--- config.mk ---
export PLATFORM = sky130hd
export DESIGN_NAME = sid_register_bus_flat
export DESIGN_NICKNAME = d
export VERILOG_FILES = /design/src/rtl/sid_register_bus_pkg.sv /design/src/rtl/sid_register_bus_if.sv /design/src/rtl/sid_register_bus_bus_value.sv /design/src/rtl/sid_register_bus.sv /design/src/flat_wrapper.sv
export SDC_FILE = /design/constraint.sdc
export NUM_CORES = 1
export LEC_CHECK = 0
export ABC_AREA = 1
export ABC_CLOCK_PERIOD_IN_PS = 2100
export CORE_ASPECT_RATIO = 1.75
export CORE_UTILIZATION = 32
export CTS_CLUSTER_DIAMETER = 40
export DETAILED_ROUTE_END_ITERATION = 10
export PLACE_DENSITY = 0.54
export SKIP_LAST_GASP = 1
export SYNTH_ARGS = -nofsm -noshare
export SYNTH_HDL_FRONTEND = slang
export SYNTH_HIERARCHICAL = 1
export SYNTH_SLANG_ARGS = --single-unit
--- constraint.sdc ---
create_clock -name clk -period 2.1 [get_ports clk]
set_input_delay 0.42 -clock clk [delete_from_list [all_inputs] [get_ports clk]]
set_output_delay 0.42 -clock clk [all_outputs]
set_load 0.02 [all_outputs]
--- src/rtl/sid_register_bus_pkg.sv ---
// Shared types for the SID CPU register interface: register address map, register structs,
// phase encoding and voice address helpers.
package sid;

  typedef enum logic {MOS6581 = 1'b0, MOS8580 = 1'b1} model_e;

  // One-hot SID cycle phase; the localparams are bit positions within phase_t.
  typedef logic [3:0] phase_t;
  localparam int unsigned PHI1      = 0;
  localparam int unsigned PHI1_PHI2 = 1;
  localparam int unsigned PHI2      = 2;
  localparam int unsigned PHI2_PHI1 = 3;

  localparam int unsigned NUM_VOICES = 3;

  typedef enum logic [4:0] {
    FREQ_LO1 = 5'h00, FREQ_HI1 = 5'h01, PW_LO1 = 5'h02, PW_HI1 = 5'h03,
    CR1      = 5'h04, AD1      = 5'h05, SR1    = 5'h06,
    FREQ_LO2 = 5'h07, FREQ_HI2 = 5'h08, PW_LO2 = 5'h09, PW_HI2 = 5'h0a,
    CR2      = 5'h0b, AD2      = 5'h0c, SR2    = 5'h0d,
    FREQ_LO3 = 5'h0e, FREQ_HI3 = 5'h0f, PW_LO3 = 5'h10, PW_HI3 = 5'h11,
    CR3      = 5'h12, AD3      = 5'h13, SR3    = 5'h14,
    FC_LO    = 5'h15, FC_HI    = 5'h16, RES_FILT = 5'h17, MODE_VOL = 5'h18,
    POTX     = 5'h19, POTY     = 5'h1a, OSC3   = 5'h1b, ENV3     = 5'h1c
  } reg_addr_e;

  localparam logic [4:0] READ_ADDR_MIN  = 5'h19;
  localparam logic [4:0] READ_ADDR_MAX  = 5'h1c;
  localparam logic [4:0] WRITE_ADDR_MAX = 5'h18;
  localparam logic [4:0] FILT_ADDR_MIN  = 5'h15;

  typedef struct packed {
    logic [7:0] freq_lo;
    logic [7:0] freq_hi;
    logic [7:0] pw_lo;
    logic [3:0] pw_hi;
    logic       noise;
    logic       pulse;
    logic       sawtooth;
    logic       triangle;
    logic       test;
    logic       ring_mod;
    logic       sync;
    logic       gate;
  } waveform_reg_t;

  // release is a keyword, hence release_val.
  typedef struct packed {
    logic       gate;
    logic [3:0] attack;
    logic [3:0] decay;
    logic [3:0] sustain;
    logic [3:0] release_val;
  } envelope_reg_t;

  typedef struct packed {
    logic [7:0] fc_lo;
    logic [7:0] fc_hi;
    logic [7:0] res_filt;
    logic [7:0] mode_vol;
  } filter_reg_t;

  function automatic logic [1:0] voice_index(logic [4:0] a);
    if (a < 5'd7) return 2'd0;
    else if (a < 5'd14) return 2'd1;
    else return 2'd2;
  endfunction

  function automatic logic [2:0] voice_offset(logic [4:0] a);
    logic [4:0] rel;
    case (voice_index(a))
      2'd0:    rel = a;
      2'd1:    rel = a - 5'd7;
      default: rel = a - 5'd14;
    endcase
    return 3'(rel);
  endfunction

endpackage

--- src/rtl/sid_register_bus_if.sv ---
// 6502-side bus bundle of the SID register interface.
interface sid_register_bus_if;
  import sid::*;

  logic       cs;
  logic       rw;
  logic [4:0] addr;
  logic [7:0] data_i;
  logic [7:0] data_o;
  phase_t     phase;

  modport master (output cs, rw, addr, data_i, phase, input data_o);
  modport slave  (input cs, rw, addr, data_i, phase, output data_o);
endinterface

--- src/rtl/sid_register_bus_bus_value.sv ---
// Floating data bus latch: holds the last driven byte; with SID_BUS_DECAY_EN defined it decays
// to zero after a model-dependent number of millisecond ticks.
module sid_bus_value
  import sid::*;
#(
  parameter logic [9:0] BUS_TTL_6581 = 10'd7,
  parameter logic [9:0] BUS_TTL_8580 = 10'd663
) (
  input  logic       clk,
  input  logic       res,
  input  logic       tick_ms,
  input  model_e     model,
  input  logic       load,
  input  logic [7:0] load_data,
  output logic [7:0] value
);

  logic [7:0] value_d, value_q;

`ifdef SID_BUS_DECAY_EN
  logic [9:0] age_d, age_q;
  logic [9:0] ttl;
  logic       expired;

  assign ttl = (model == MOS8580) ? BUS_TTL_8580 : BUS_TTL_6581;
  // Saturation also expires, covering an age already past a newly selected shorter TTL.
  assign expired = (age_q == ttl) || (age_q == 10'h3ff);

  always_comb begin
    value_d = value_q;
    age_d   = age_q;
    if (load) begin
      value_d = load_data;
      age_d   = '0;
    end else if (expired) begin
      value_d = '0;
    end else if (tick_ms) begin
      age_d = age_q + 10'd1;
    end
  end

  always_ff @(posedge clk) begin
    if (res) age_q <= '0;
    else     age_q <= age_d;
  end
`else
  logic unused_decay;
  assign unused_decay = ^{tick_ms, model, BUS_TTL_6581, BUS_TTL_8580};

  always_comb begin
    value_d = value_q;
    if (load) value_d = load_data;
  end
`endif

  always_ff @(posedge clk) begin
    if (res) value_q <= '0;
    else     value_q <= value_d;
  end

  assign value = value_q;

endmodule

--- src/rtl/sid_register_bus.sv ---
// SID register interface: decodes bus writes into voice/envelope/filter registers and serves
// readback; floating-bus decay is enabled by defining SID_BUS_DECAY_EN.
module sid_register_bus
  import sid::*;
#(
  parameter logic [9:0] BUS_TTL_6581 = 10'd7,
  parameter logic [9:0] BUS_TTL_8580 = 10'd663
) (
  input  logic                clk,
  input  logic                res,
  input  logic                tick_ms,
  input  model_e              model,
  sid_register_bus_if.slave   bus,
  input  logic [7:0]          pot_x,
  input  logic [7:0]          pot_y,
  input  logic [7:0]          osc3,
  input  logic [7:0]          env3,
  output waveform_reg_t       voice_o [NUM_VOICES],
  output envelope_reg_t       env_o   [NUM_VOICES],
  output filter_reg_t         filt_o
);

  waveform_reg_t voice_d [NUM_VOICES];
  waveform_reg_t voice_q [NUM_VOICES];
  envelope_reg_t env_d   [NUM_VOICES];
  envelope_reg_t env_q   [NUM_VOICES];
  filter_reg_t   filt_d, filt_q;
  logic [7:0]    data_d, data_q;

  logic       wr_en, rd_en, rd_src, bus_load;
  logic [7:0] rd_byte, load_data, bus_value;
  logic [1:0] v_idx;
  logic [2:0] v_off;

  assign wr_en  = bus.cs & ~bus.rw & bus.phase[PHI2_PHI1];
  assign rd_en  = bus.cs &  bus.rw & bus.phase[PHI2];
  assign rd_src = (bus.addr >= READ_ADDR_MIN) && (bus.addr <= READ_ADDR_MAX);
  assign v_idx  = voice_index(bus.addr);
  assign v_off  = voice_offset(bus.addr);

  always_comb begin
    rd_byte = bus_value;
    case (bus.addr)
      POTX:    rd_byte = pot_x;
      POTY:    rd_byte = pot_y;
      OSC3:    rd_byte = osc3;
      ENV3:    rd_byte = env3;
      default: ;
    endcase
  end

  // Readable addresses also drive the bus, so they refresh the floating value.
  assign bus_load  = wr_en | (rd_en & rd_src);
  assign load_data = wr_en ? bus.data_i : rd_byte;
  assign data_d    = rd_en ? rd_byte : data_q;

  always_comb begin
    voice_d = voice_q;
    env_d   = env_q;
    filt_d  = filt_q;
    if (wr_en && bus.addr < FILT_ADDR_MIN) begin
      case (v_off)
        3'd0: voice_d[v_idx].freq_lo = bus.data_i;
        3'd1: voice_d[v_idx].freq_hi = bus.data_i;
        3'd2: voice_d[v_idx].pw_lo   = bus.data_i;
        3'd3: voice_d[v_idx].pw_hi   = bus.data_i[3:0];
        3'd4: begin
          {voice_d[v_idx].noise, voice_d[v_idx].pulse, voice_d[v_idx].sawtooth,
           voice_d[v_idx].triangle, voice_d[v_idx].test, voice_d[v_idx].ring_mod,
           voice_d[v_idx].sync, voice_d[v_idx].gate} = bus.data_i;
          env_d[v_idx].gate = bus.data_i[0];
        end
        3'd5: {env_d[v_idx].attack, env_d[v_idx].decay} = bus.data_i;
        3'd6: {env_d[v_idx].sustain, env_d[v_idx].release_val} = bus.data_i;
        default: ;
      endcase
    end else if (wr_en && bus.addr <= WRITE_ADDR_MAX) begin
      case (bus.addr)
        FC_LO:    filt_d.fc_lo    = bus.data_i;
        FC_HI:    filt_d.fc_hi    = bus.data_i;
        RES_FILT: filt_d.res_filt = bus.data_i;
        default:  filt_d.mode_vol = bus.data_i;
      endcase
    end
  end

  always_ff @(posedge clk) begin
    if (res) begin
      for (int i = 0; i < NUM_VOICES; i++) begin
        voice_q[i] <= '0;
        env_q[i]   <= '0;
      end
      filt_q <= '0;
      data_q <= '0;
    end else begin
      voice_q <= voice_d;
      env_q   <= env_d;
      filt_q  <= filt_d;
      data_q  <= data_d;
    end
  end

  sid_bus_value #(
    .BUS_TTL_6581 (BUS_TTL_6581),
    .BUS_TTL_8580 (BUS_TTL_8580)
  ) u_bus_value (
    .clk       (clk),
    .res       (res),
    .tick_ms   (tick_ms),
    .model     (model),
    .load      (bus_load),
    .load_data (load_data),
    .value     (bus_value)
  );

  assign voice_o    = voice_q;
  assign env_o      = env_q;
  assign filt_o     = filt_q;
  assign bus.data_o = data_q;

endmodule

--- src/flat_wrapper.sv ---
// flat-port wrapper written by rule: the top's interface ports become plain ports
module sid_register_bus_flat import sid::*;
#(
  parameter logic [9:0] BUS_TTL_6581 = 10'd7,
  parameter logic [9:0] BUS_TTL_8580 = 10'd663
)
  (clk, res, tick_ms, model, pot_x, pot_y, osc3, env3, voice_o, env_o, filt_o, bus_cs, bus_rw, bus_addr, bus_data_i, bus_phase, bus_data_o);
  sid_register_bus_if bus_i ();
  input  logic clk;
  input  logic res;
  input  logic tick_ms;
  input  model_e model;
  input  logic [7:0] pot_x;
  input  logic [7:0] pot_y;
  input  logic [7:0] osc3;
  input  logic [7:0] env3;
  output waveform_reg_t voice_o[NUM_VOICES];
  output envelope_reg_t env_o[NUM_VOICES];
  output filter_reg_t filt_o;
  input wire logic [$bits(bus_i.cs)-1:0] bus_cs;
  input wire logic [$bits(bus_i.rw)-1:0] bus_rw;
  input wire logic [$bits(bus_i.addr)-1:0] bus_addr;
  input wire logic [$bits(bus_i.data_i)-1:0] bus_data_i;
  input wire logic [$bits(bus_i.phase)-1:0] bus_phase;
  output wire logic [$bits(bus_i.data_o)-1:0] bus_data_o;
  assign bus_i.cs = bus_cs;
  assign bus_i.rw = bus_rw;
  assign bus_i.addr = bus_addr;
  assign bus_i.data_i = bus_data_i;
  assign bus_i.phase = bus_phase;
  assign bus_data_o = bus_i.data_o;
  sid_register_bus #(.BUS_TTL_6581(BUS_TTL_6581), .BUS_TTL_8580(BUS_TTL_8580)) u_core (.clk(clk), .res(res), .tick_ms(tick_ms), .model(model), .bus(bus_i), .pot_x(pot_x), .pot_y(pot_y), .osc3(osc3), .env3(env3), .voice_o(voice_o), .env_o(env_o), .filt_o(filt_o));
endmodule
; After elaboration in Yosys (flattened, before gate mapping)
; Index checks and enable logic that the tools add are counted.
[word_totals]
ff_bits = 207
inputBits = 55
[op_classes]
n_bitwise = 10
reduce_logical = 15
magnitude_cmp = 8
add_sub_neg = 2
eq_ne = 14
mux = 58
[ops]
columns = operator, count
row1 = $bwmux 108, 12
row2 = $demux 36 s2, 12
row3 = $pmux 108 s5, 1
row4 = $bwmux 51, 5
row5 = $demux 17 s2, 5
row6 = $pmux 51 s3, 1
row7 = $mux 36, 1
row8 = $eq 5x5->1 const B, 7
row9 = $pmux 8 s4, 1
row10 = $mux 28, 1
row11 = $mux 12, 2
row12 = $mux 8, 3
row13 = $mux 20, 1
row14 = $mux 17, 1
row15 = $mux 16, 1
row16 = $reduce_and 3->1, 4
row17 = $le 5x5->1 const B, 2
row18 = $eq 3x3->1 const B, 3
row19 = $mux 4, 2
row20 = $mux 7, 1
row21 = $eq 3x2->1 const B, 2
row22 = $mux 2, 3
row23 = $mux 6, 1
row24 = $pmux 3 s2, 1
row25 = other kinds (23), 34

; Longest topological paths before layout
[depth]
depth_word = 17
ltp_mapped = 14
ltp_nobuf = 13

; By module
; Netlist, hierarchy kept.
[modules_own_cells]
columns = mod, seq_area_each_um2, cells_per_inst, area_each_um2, instances
row1 = sid_register_bus, 3983.8, 1370, 9296.4, 1
row2 = sid_bus_value, 160.2, 51, 341.6, 1

; Worst setup path after synthesis
; Ideal clock, no wire load.
[synth_path]
kind = input-to-reg
from = input bus_addr[1]
to = register with a tool-made name
setup_ps = 117
path_stages = 10
t_arrival_ps = 1854
required_ps = 1983
setup_slack_ps = 128
path_buffers = 1
path_cell_list = ha_1 -> a21oi_4 -> nand3_1 -> nand3_1 -> nand2_2 -> nor2_4 -> inv_2 -> buf_6 -> a21oi_1 -> nor2_1
[synth_lines]
columns = item, line
row1 = from (decl), flat_wrapper.sv:22  ; input wire logic [$bits(bus_i.addr)-1:0] bus_addr;

==> metrics.md <==
| Metric | Value |
|---|---|
| Status | completed |
| Gate power share | 11.5% |
| Remaining Overflow, GRT | 0 |
| Critical-path cell list | clkdlybuf4s50_1 |
| Psw | 0.00269 W |
| Share of cells above drive strength 1 | 14.5% |
| Sequential power share | 39.5% |
| Fill cells | 3003 |
| First-pass GRT wire length | 54800 µm |
| CTS Hold Bufs | 0 |
| Achievable Freq | 487 MHz |
| Post-DP HPWL | 26200 µm |
| Worst endpoint required time | 1.68 ns |
| Highest-delay cell along the critical path | clkdlybuf4s50_1 |
| Vias/cell | 4.74 |
| Cell variety after synth | 33 |
| WP depth | 1 |
| Pwr dens | 689 nW/µm² |
| Vias in the first global route | 9710 |
| Critical setup path kind | reg2out |
| Top cell family by delay on the critical path | buffers and inverters |
| Leakage power | 6.27 nW |
| Total track usage | 23.0% |
| RSZ-0062 raised after global routing | yes |
| Area Overhead vs Synth | 51.9% |
| Drt drc | 0 |
| TritonCTS clock tree | done |
| Hold Path Origin | res |
| Final Cycle Share | 97.8% |
| Largest net degree at the start of global routing | 54 |
| Starting Density | 32.7% |
| TritonCTS Buffers | 29 |
| Power share of the clock group | 49.0% |
| Worst clock skew | 0.00226 ns |
| Critical path peak fanout | 3 |
| R2R depth | 6 |
| CP max stage delay | 0.65 ns |
| Port-buffer cells | 249 |
| Final Hold Vio Count | 0 |
| Internal Power | 0.00740 W |
| Die Span Y | 232 µm |
| Via count | 10266 |
| Final Hold Slack | 0.328 ns |
| Final setup vio count | 0 |
| Longest Clk Path Bufs | 3 |
| Initial drt markers | 429 |
| Row cnt | 83 |
| Avg WL per Cell | 16.9 µm |
| CP endpoint kind | output pin |
| Die width | 133 µm |
| Hold WC Path Type | in2reg |
| Pre-Repair DR Iteration Count | 4 |
| WL final | 36500 µm |
| Tmin final | 2.05 ns |
| Seq cells post-synth | 207 |
| Net count after synthesis | 1483 |
| Mapped cell area | 9640 µm² |
| Hold Path Cell Cnt | 3 |
| Ys Warns | 6 |
| Worst Max-Slew Pin Slew | 0.586 ns |
| Clock Sinks | 207 |
| Ports | 254 |
| Slew margin rel. | 60.9% |
| Skew-Pair Late Insertion Delay | 0.54 ns |
| WP data arrival | 1.63 ns |
| Gpl congestion | 0.856 |
| Clk slew on worst S/H paths | 0.06 ns |
| Final Instance Area | 14600 µm² |
| Final slew viol count | 0 |
| Nets@finish | 1824 |
| Die footprint | 30800 µm² |
| Register area share after synthesis | 43.0% |
| Clock root cell | clkbuf_16 |
| Pre-CTS WS | -0.620 ns |
| ANT nets after route | 0 |
| Sw frac | 26.7% |
| Final Non-Filler Cells | 2166 |
| RR Startpoint | u_core/u_bus_value/value[3]$_SDFFE_PP0P_ |
| Core area | 29500 µm² |
| Placed cells | 2104 |
| Initial antenna violation count | 0 |
| CTS H-tree depth | 1 |
| Setup WS post-layout | 0.0469 ns |
| Crit start category | flip-flop |
| Post-Syn Instances | 1421 |
| DP Area | 13400 µm² |
| ANT cells | 0 |
| Synthesized area per cell | 6.78 µm² |
| Peak supply drop | 0.538 mV |
| Buf+Inv Stages, Crit Path | 1 |
| Max Cap Viol | 0 |
-- cells by family (layout without fill, tap and decap cells) --
| kind of cell | after synthesis | count (layout) | synth area share (%) |
|---|---|---|---|
| AOI/OAI and AO/OA | 234 | 234 | 13.3 |
| adders and majority gates | 7 | 7 | 0.909 |
| buffers and inverters | 224 | 585 | 10.2 |
| DFF | 207 | 207 | 43.0 |
| and+or+nand+nor | 749 | 751 | 32.6 |
-- power by group through the flow --
stage          combinational [W]  clock [W]  sequential (W)
2_1_floorplan           0.000519          0         0.00410
3_3_place_gp             0.00110          0         0.00407
3_5_place_dp             0.00110          0         0.00407
4_1_cts                  0.00111    0.00506         0.00398
5_1_grt                  0.00125    0.00521         0.00399
6_report                 0.00116    0.00495         0.00399
-- layout by cell type (no fill, tap or decap), types with 31 or more instances in the layout --
master and n:
a21oi_1 132, buf_4 117, clkbuf_16 31, clkdlybuf4s50_1 245, dfxtp_1 207, inv_1 127
nand2_1 439, nand3_1 42, nand4_1 37, nor2_1 194, o21ai_0 53
-- final timing paths --
check                                              to  slack, ns
min reg2reg                                 flip-flop       0.46
max                                       voice_o[83]       0.05
min                                         flip-flop       0.33
max reg2reg  u_core/u_bus_value/value[3]$_SDFFE_PP0P_       1.22
-- layer usage --
layer	track usage, %	wire, µm	up-vias
li1	-	-	5178
met1	25.5	14100	4717
met2	43.9	19500	304
met3	2.25	1570	67
met4	9.45	1330	0
met5	0	0	-
-- through the flow --
step,util (%),setup TNS (ns),power (W)
after detailed placement,45.4,-98.21,0.00517
after global routing,49.6,0,0.0104
final,49.6,0,0.0101
after floorplan,-,0,0.00462
after CTS,48.8,-0.0443,0.0102
after global placement,45.4,-92.16,0.00517
-- repair_timing --
| action | CTS | global route |
|---|---|---|
| cloned | 0 | 4 |
| setup endpoints to repair | 13 | 167 |
| gates resized for setup | 2 | 25 |
| buffers inserted | 0 | 5 |
| pin swaps | 0 | 5 |
-- synth_stat cells, drive strengths merged --
cell    count  share of area [%]
o21a        8               0.62
nand2     451                 18
nor3        6               0.52
a21oi     147                8.2
inv       135                5.3
nand3      46                2.6
clkbuf     37                1.4
dfxtp     207                 43
nor2      204                8.4
nand4      41                3.1
o211ai      8               0.62
clkinv      4               0.16
a31oi      10               0.65
o21ai      61                3.2
buf        48                3.3
nand3b      1              0.078
ha          7               0.91
-- layout make-up --
class	count	area [µm²]	area share [%]
clock inverters	19	195	1.33
well taps	382	478	3.26
multi-input cells	992	4640	31.7
inverters	139	524	3.58
flip-flops and latches	207	4140	28.3
repair buffers	393	3870	26.5
clock buffers	34	785	5.36
No activity file was read; power rests on OpenSTA's default activity.
